===== src/rtl/call_ret_ctrl.sv =====
// rtl/call_ret_ctrl.sv - CALL/RET sequencer driving an external return-address stack
// Optional build macro: CALL_RET_UNDERFLOW_TRAP_EN (RET at empty depth faults instead of popping)
module call_ret_ctrl #(
  parameter int DEPTH = 8,
  parameter int WIDTH = 32
) (
  input  logic             clock,
  input  logic             reset,
  input  logic             isCall,
  input  logic             isRet,
  input  logic [WIDTH-1:0] pc,
  input  logic [WIDTH-1:0] target,
  input  logic [WIDTH-1:0] stackOut,
  input  logic             stackOverflow,
  output logic             writeStack,
  output logic             readStack,
  output logic [WIDTH-1:0] pcPush,
  output logic [WIDTH-1:0] npc,
  output logic             npcValid,
  output logic             busy,
  output logic             fault
);

  localparam int DW = $clog2(DEPTH + 1);
  localparam logic [DW-1:0] DEPTH_MAX = DW'(DEPTH);

  typedef enum logic [2:0] {
    IDLE,
    PUSH,
    POP,
    WAIT,
    DONE
  } state_t;

  state_t           state, state_n;
  logic [DW-1:0]    depth, depth_n;
  logic             write_stack_n, read_stack_n, npc_valid_n, fault_n;
  logic [WIDTH-1:0] pc_push_n, npc_n;

  // busy decodes straight from the state register, so it is glitch-free and edge-aligned
  assign busy = (state != IDLE);

  always_ff @(posedge clock or negedge reset) begin
    if (!reset) begin
      state      <= IDLE;
      depth      <= '0;
      writeStack <= 1'b0;
      readStack  <= 1'b0;
      npcValid   <= 1'b0;
      fault      <= 1'b0;
      pcPush     <= '0;
      npc        <= '0;
    end else begin
      state      <= state_n;
      depth      <= depth_n;
      writeStack <= write_stack_n;
      readStack  <= read_stack_n;
      npcValid   <= npc_valid_n;
      fault      <= fault_n;
      pcPush     <= pc_push_n;
      npc        <= npc_n;
    end
  end

  always_comb begin
    state_n       = state;
    depth_n       = depth;
    write_stack_n = 1'b0;
    read_stack_n  = 1'b0;
    npc_valid_n   = 1'b0;
    fault_n       = fault;
    pc_push_n     = pcPush;
    npc_n         = npc;

    unique case (state)
      IDLE: begin
        // CALL has priority; a simultaneous RET is simply dropped
        if (isCall) begin
          if ((depth == DEPTH_MAX) || stackOverflow) begin
            fault_n = 1'b1;
          end else begin
            write_stack_n = 1'b1;
            pc_push_n     = pc + WIDTH'(1);
            npc_n         = target;
            npc_valid_n   = 1'b1;
            depth_n       = depth + DW'(1);
            state_n       = PUSH;
          end
        end else if (isRet) begin
`ifdef CALL_RET_UNDERFLOW_TRAP_EN
          if (depth == '0) begin
            fault_n = 1'b1;
          end else begin
            read_stack_n = 1'b1;
            depth_n      = depth - DW'(1);
            state_n      = POP;
          end
`else
          read_stack_n = 1'b1;
          if (depth != '0) depth_n = depth - DW'(1);
          state_n = POP;
`endif
        end
      end
      PUSH: state_n = IDLE;
      POP:  state_n = WAIT;
      WAIT: begin
        // stack data becomes valid one cycle after the pop strobe
        npc_n       = stackOut;
        npc_valid_n = 1'b1;
        state_n     = DONE;
      end
      DONE: state_n = IDLE;
      default: state_n = IDLE;
    endcase
  end

endmodule


===== config.mk =====
export PLATFORM = sky130hd
export DESIGN_NAME = call_ret_ctrl
export DESIGN_NICKNAME = d
export VERILOG_FILES = /design/src/rtl/call_ret_ctrl.sv
export SDC_FILE = /design/constraint.sdc
export NUM_CORES = 1
export LEC_CHECK = 0
export ABC_AREA = 1
export BUFFER_PORTS_ARGS = -buffer_cell sky130_fd_sc_hd__buf_2
export CAP_MARGIN = 10
export CORE_UTILIZATION = 35
export DETAILED_ROUTE_END_ITERATION = 10
export HOLD_SLACK_MARGIN = 0.02
export MAX_ROUTING_LAYER = met4
export REMOVE_ABC_BUFFERS = 1
export SKIP_LAST_GASP = 1
export SYNTH_ARGS = -nofsm -noshare
export SYNTH_HDL_FRONTEND = slang
export SYNTH_SLANG_ARGS = --single-unit

===== constraint.sdc =====
create_clock -name clock -period 2.3 [get_ports clock]
set_input_delay 0.23 -clock clock [delete_from_list [all_inputs] [get_ports clock]]
set_output_delay 0.23 -clock clock [all_outputs]
set_load 0.05 [all_outputs]

* After elaboration in Yosys (flattened, before gate mapping)
Cells that the tools add are included.
** Word-level totals
- Register bits :: 75
- Latch bits :: 0
- Memory bits (writable) :: 0
- Bits in read-only memories :: 0
- Output and inout port bits :: 69
- Word-level logic and storage cells :: 50
- Memories kept :: 0
** Cells by class
- Add/sub/neg operators :: 3
- Multipliers :: 0
- Div/mod/pow operators :: 0
- Magnitude comparators :: 0
- Equal/unequal tests :: 8
- Shift operators :: 0
- Muxes and demuxes :: 18
- Bitwise logic cells :: 1
- Reductions and logical operators :: 12
** Operator list (number)
- two-way mux 32 bit :: 2
- case mux 32 bit (2 select lines) :: 1
- adder 32 x 1 -> 32 bit (second input constant) :: 1
- two-way mux 4 bit :: 4
- two-way mux 3 bit :: 3
- case mux 3 bit (3 select lines) :: 1
- AND reduction 3 bit :: 3
- == test 3 x 2 -> 1 bit (second input constant) :: 2
- two-way mux 1 bit :: 6
- inequality test 2 bit (second input constant) :: 3
- inequality test 3 bit (second input constant) :: 2
- nonzero test 2 bit :: 3
- adder 4 x 1 -> 4 bit (second input constant) :: 1
- == test 4 bit (second input constant) :: 1
- AND reduction 4 bit :: 1
- nonzero test 4 bit :: 1
- subtractor 4 x 1 -> 4 bit (second input constant) :: 1
- logical NOT 3 bit :: 1
- nonzero test 3 bit :: 1
- case mux 1 bit (2 select lines) :: 1
- AND reduction 2 bit :: 1
- logical OR 1 bit :: 1
- inverter 1 bit :: 1

* Depth between registers and ports, before layout
Gate-level depths: netlist (run 1).
- Depth in word-level cells :: 5
- Depth in mapped cells :: 10

* Worst setup path before layout (run 1)
Ideal clock, no wire load.
- Path type :: register to register
- Start :: register state[2]
- End :: register pcPush[11]
- Setup time :: 118 ps
- Data arrival time :: 1407 ps
- Required time :: 2182 ps
- Setup slack :: 775 ps
- Stages on the path, launching flop included :: 10
- Period minus slack after synthesis :: 1525 ps
- Cell sequence :: dfrtp_1 inv_2 nand3_4 nor2_4 inv_2 nor2_8 inv_2 buf_2 nand2_1 nand2_1
** Between the ends
- Longest elaborated chain between the ends :: 2
** RTL lines
- start: declaration :: RTL line 35 : state_t state, state_n;
- start signal: assignment :: RTL line 54 : state <= state_n;
- logical NOT 3 bit :: RTL line 75 : unique case (state)
- AND reduction 3 bit (no line)
- end signal: assignment :: RTL line 60 : pcPush <= pc_push_n;
- end: declaration :: RTL line 17 : output logic [WIDTH-1:0] pcPush,
Every way passes these cells.
A chain may end at the register's enable or synchronous reset.

* Final worst setup path (run 1)
- Start :: register depth[0]
- End :: register npc[28]
** Between the ends
- Longest elaborated chain between the ends :: 4
** RTL lines
- start: declaration :: RTL line 36 : logic [DW-1:0] depth, depth_n;
- start signal: assignment :: RTL line 55 : depth <= depth_n;
- == test 4 bit :: RTL line 79 : if ((depth == DEPTH_MAX) || stackOverflow) begin
- logical OR 1 bit :: RTL line 79
- inequality test 2 bit (no line)
- AND reduction 3 bit (no line)
- end signal: assignment :: RTL line 61 : npc <= npc_n;
- end: declaration :: RTL line 18 : output logic [WIDTH-1:0] npc,
Every way passes these cells.

==> flow_metrics.tcl, run 1 <==
set metrics [dict create \
    status "finished clean" \
    relSlewSlack 0.375 \
    peakVddDrop_mv 0.637 \
    r2r_cells 8 \
    synth_compound_area_frac 0.0526 \
    seq_area_um2 1880 \
    critPathMaxFanout 33 \
    synth_cell_types 28 \
    wl_per_cell_um 11.7 \
    fmax_ghz 0.517 \
    cap_viol_max_count 0 \
    grt_pass1_wl_mm 18.6 \
    hp-class "in -> async" \
    grt_max_degree 76 \
    first_global_vias 4064 \
    die_h_um 113 \
    area_growth_syn_to_layout_pct 28.2 \
    drt_iter0_drc 219 \
    postCtsSetupRepairBufs 0 \
    synthMuxAreaShare 0 \
    synth_seq_cells 75 \
    grt_setup_unrepaired "false" \
    die-width_um 113 \
    drcViolationCount 0 \
    period_needed_ns 1.93 \
    cp.required_ns 2.52 \
    final_util 0.462 \
    synth_top_cell_area_share 0.434 \
    synthXorXnorAreaFrac 0.0283 \
    gp_congestion 0.901 \
    p_leak_nw 3.16 \
    nets 888 \
    stdcell_area_um2 5550 \
    endpoint_kind "register" \
    yosysWarnings 0 \
    clock-sinks 75 \
    hold_viol_final 0 \
    wirelength_mm 11.0 \
    fillers 1242 \
    start_kind "register" \
    synth_area_leader_cell "dfrtp_1" \
    synth_top_family_by_area "simple AND/OR/NAND/NOR gates" \
    grt_usage 0.189 \
    dp.cells 919 \
    clk_latency_ns 0.33 \
    cts_hold_buf 0 \
    antenna_found_initial 0 \
    power_per_cell_area_nw_per_um2 1430 \
    worst-setup-path-type "reg -> reg" \
    drv_slew 0 \
    final_cell_mix "291 x nand2_1, 168 x buf_2, 75 x dfrtp_1" \
    final_cells 935 \
    die_area_um2 12800 \
    final_common_cell "nand2_1" \
    num_rows 40 \
    start_util 0.360 \
    multi_input_area_um2 2020 \
    clock-skew-final_ns 0.00664 \
    dp.final_hpwl_mm 8.33 \
    port_buffers 169 \
    synthAdderAreaFrac 0.0133 \
    htree_levels 3 \
    core_um2 12000 \
    finalSetupViolCount 0 \
    vias 4282 \
    antennaDiodeCount 0 \
    post_dp_cell_area_um2 5210 \
    root_buffer "clkbuf_16" \
    cts_tree "built" \
    synth.avg_cell_area_um2 6.97 \
    drive_gt1_frac 0.260 \
    io_pins 170 \
    min_period_over_period 0.841 \
    clk_pin_slew_worst_paths_ns 0.06 \
    grt_remaining_overflow 0 \
    tightestPinTransition_ns 0.938 \
    critPathArrivalTime_ns 2.15 \
    clock_path_buffers 2 \
    cts_buffers 9 \
    synthCells 621 \
    ys_top_cells_by_area "dfrtp_1 43%, nand2_1 25%, inv_1 5.6%" \
    syn_area_um2 4330 \
    seq_area_frac_synth 0.434 \
    synth-simple-area-share 0.373 \
    cts_resized 0 \
    drt-pass1-iter-count 4 \
    via_per_inst 4.58 \
    ant_nets 0 \
]
[area by class of cell]
class / instances / share of cell area
multi-input combinational: 456 / 0.365
clock buffer: 13 / 0.0487
tap: 147 / 0.0332
timing repair buffer: 170 / 0.154
sequential: 75 / 0.338
clock inverter: 3 / 0.0124
inverter: 71 / 0.0485
[power by group]
part	internal (mW)	switching (mW)	leakage [nW]
clock	1.04	0.535	0.166
sequential	1.91	0.344	0.939
combinational	0.949	3.16	2.05
[routing by layer]
layer | global-route usage | wire length [um]
met4 | 0.0693 | 202
met2 | 0.303 | 5110
met1 | 0.232 | 4970
met5 | - | 0
met3 | 0.0461 | 669
[flip-flops by register name (all words and copies together), names as in the netlist]
register / flops
writeStack: 1
npc: 32
fault: 1
depth: 4
npcValid: 1
readStack: 1
state: 3
pcPush: 32
[logic make-up after synthesis]
group	count (synthesis)
AOI/OAI and AO/OA	45
xor gates and xnor gates	14
adders and majority gates	4
buffers and inverters	90
DFF	75
and+or+nand+nor	393
[critical path: stages (launching register included)]
cell and delay [ns]:
dfrtp_1 0.42, nor2_1 0.18, nand3b_1 0.11, nand2_2 0.15
nor2_8 0.12, nor2_8 0.40, inv_4 0.24, nand2_1 0.14
nand2_1 0.05
[stage by stage]
| step | hold WS [ns] | TNS (ns) | total power, mW | setup WS, ns |
|---|---|---|---|---|
| after floorplan | -0.0656 | -1.94 | 5.34 | -0.0605 |
| after global placement | 0.444 | 0 | 6.35 | 0.410 |
| after detailed placement | 0.445 | 0 | 6.43 | 0.340 |
| after CTS | 0.0823 | 0 | 8.05 | 0.320 |
| after global routing | 0.141 | 0 | 8.47 | 0.144 |
| final | 0.0354 | 0 | 7.94 | 0.367 |
[cell usage after synthesis]
library cell    n
a21oi_1         2
and2_1          1
buf_2           5
buf_4           4
buf_6           9
clkbuf_1        1
dfrtp_1        75
fa_1            1
ha_1            3
inv_1          64
inv_2           6
inv_4           1
nand2_1       291
nand2_2         1
nand3_1        37
nand3_4         1
nand3b_1        1
nor2_1         50
nor2_2          4
nor2_4          1
nor2_8          2
nor3_4          1
o21ai_0        15
o21ai_1        27
o31ai_1         1
or2_2           3
xnor2_1         5
xor2_1          9
[path summary, 6_finish.rpt]
check | endpoint | start | slack [ns]
max | npc[28]$_DFFE_PN0P_ | depth[0]$_DFFE_PN0P_ | 0.37
min in group clock | pcPush[0]$_DFFE_PN0P_ | pc[0] | 0.12
max reg2reg | npc[28]$_DFFE_PN0P_ | depth[0]$_DFFE_PN0P_ | 0.37
min reg2reg | fault$_DFFE_PN0P_ | fault$_DFFE_PN0P_ | 0.46
max in group asynchronous | pcPush[11]$_DFFE_PN0P_ | reset | 1.65
min | npc[21]$_DFFE_PN0P_ | reset | 0.04
Note: power is estimated with default switching activity, not from simulation.
==> inputs of run 2 (changes only) <==
Clock period 2.3 ns to 1.6 ns, I/O delays scaled along.
==> flow_metrics.tcl, run 2 (synthesis results as in run 1) <==
set metrics [dict create \
    status "finished clean" \
    clk_latency_ns 0.34 \
    min_from "isRet" \
    grt_remaining_overflow 0 \
    core_um2 12000 \
    vias 4335 \
    cp.required_ns 1.88 \
    worstSetupStartpoint "state[2]$_DFFE_PN0P_" \
    grt_usage 0.194 \
    power_per_cell_area_nw_per_um2 2080 \
    grt_pass1_wl_mm 18.9 \
    area_growth_syn_to_layout_pct 33.4 \
    antennaDiodeCount 0 \
    cap_viol_max_count 0 \
    dp.final_hpwl_mm 8.57 \
    ant_nets 0 \
    use_met3 0.0418 \
    die_area_um2 12800 \
    clock_path_buffers 2 \
    final_util 0.481 \
    drive_gt1_frac 0.272 \
    clk_pin_slew_worst_paths_ns 0.06 \
    die-width_um 113 \
    p_leak_nw 3.27 \
    gp_congestion 0.925 \
    htree_levels 3 \
    drcViolationCount 0 \
    tightestPinTransition_ns 0.410 \
    drv_slew 0 \
    endpoint_kind "register" \
    final_cell_mix "291 x nand2_1, 168 x buf_2, 75 x dfrtp_1" \
    io_pins 170 \
    port_buffers 169 \
    cts_tree "built" \
    busiest_layer "met2" \
    clock-skew-final_ns 0.00673 \
    hold_viol_final 0 \
    ff2ff_setup_slack_ns 0.13 \
    post_dp_cell_area_um2 5350 \
    wirelength_mm 11.2 \
    via_per_inst 4.57 \
    period_needed_ns 1.47 \
    wl_per_cell_um 11.8 \
    relSlewSlack 0.726 \
    antenna_found_initial 0 \
    grt_use_met1 0.242 \
    drt-pass1-iter-count 4 \
    gr-usage-met2 0.301 \
    clock-sinks 75 \
    fmax_ghz 0.681 \
    grt_setup_unrepaired "true" \
    stdcell_area_um2 5770 \
    num_rows 40 \
    final_common_cell "nand2_1" \
    finalSetupViolCount 0 \
    start_kind "register" \
    postCtsSetupRepairBufs 0 \
    critPathMaxFanout 15 \
    worst-setup-path-type "reg -> reg" \
    drt_iter0_drc 178 \
    cts_buffers 9 \
    critPathArrivalTime_ns 1.75 \
    top_regs "npc (32), pcPush (32), depth (4)" \
    power_mw 12.0 \
    peakVddDrop_mv 0.920 \
    root_buffer "clkbuf_16" \
    reg2reg_from "state[2]$_DFFE_PN0P_" \
    nets 902 \
    min_period_over_period 0.918 \
    die_h_um 113 \
    hp-class "in -> reg" \
    grt_max_degree 76 \
    first_global_vias 4089 \
    start_util 0.360 \
]
## run 2: cell types whose count changed in the layout (fill, tap and decap cells not counted), sizes merged
cell	delta
clkbuf	-4
dlygate4sd3	+2
bufinv	+3
clkinv	+1
buf	+12
## run 2: metal layers
layer | up-vias | share of wire
met5 | - | 0
met4 | 0 | 0.021
met3 | 18 | 0.058
met2 | 131 | 0.46
met1 | 1944 | 0.46
li1 | 2242 | -
## run 2: power breakdown
group	total [mW]	internal, mW	switching [mW]
Combinational	6.15	1.53	4.62
Sequential	3.22	2.75	0.472
Clock	2.64	1.84	0.804
Total	12.0	6.13	5.89
## run 2: final timing paths
path | to | depth (start not counted)
max | npc[28]$_DFFE_PN0P_ | 6
min | readStack$_DFF_PN0_ | 3
max reg2reg | npc[28]$_DFFE_PN0P_ | 6
min reg2reg | fault$_DFFE_PN0P_ | 2
max in group asynchronous | npc[27]$_DFFE_PN0P_ | 3
min in group asynchronous | pcPush[20]$_DFFE_PN0P_ | 3
## run 2: cell type report
type	count	area, um2
clock buffers	9	225
clock inverters	7	164
fillers	1204	6240
inverters	71	274
multi-input cells	456	2020
flip-flops and latches	75	1880
well taps	147	184
repair buffers	184	1030
## run 2: metrics by stage
stage	TNS, ns	setup WS [ns]	instances	hold slack, ns
finish	0	0.132	949	0.0670
global route	-0.0399	-0.0220	949	0.0834
CTS	0	0.0766	949	0.0483
detailed placement	0	0.0793	931	0.214
global placement	0	0.103	931	0.210
floorplan	-29.01	-0.760	602	-0.136
## run 2: critical path, cell delays in order (launching register included)
cell and delay, ns:
dfrtp_1 0.41, nor3_4 0.41, buf_4 0.29, nand2_1 0.06
o21ai_1 0.10, nand2_1 0.08, nand2_1 0.06
## run 2: repair_timing
action / in CTS / in global routing
hold buffers: 2 / 0
gates resized for setup: 0 / 6
endpoints found under the hold margin: 76 / 0
setup endpoints to repair: 0 / 51
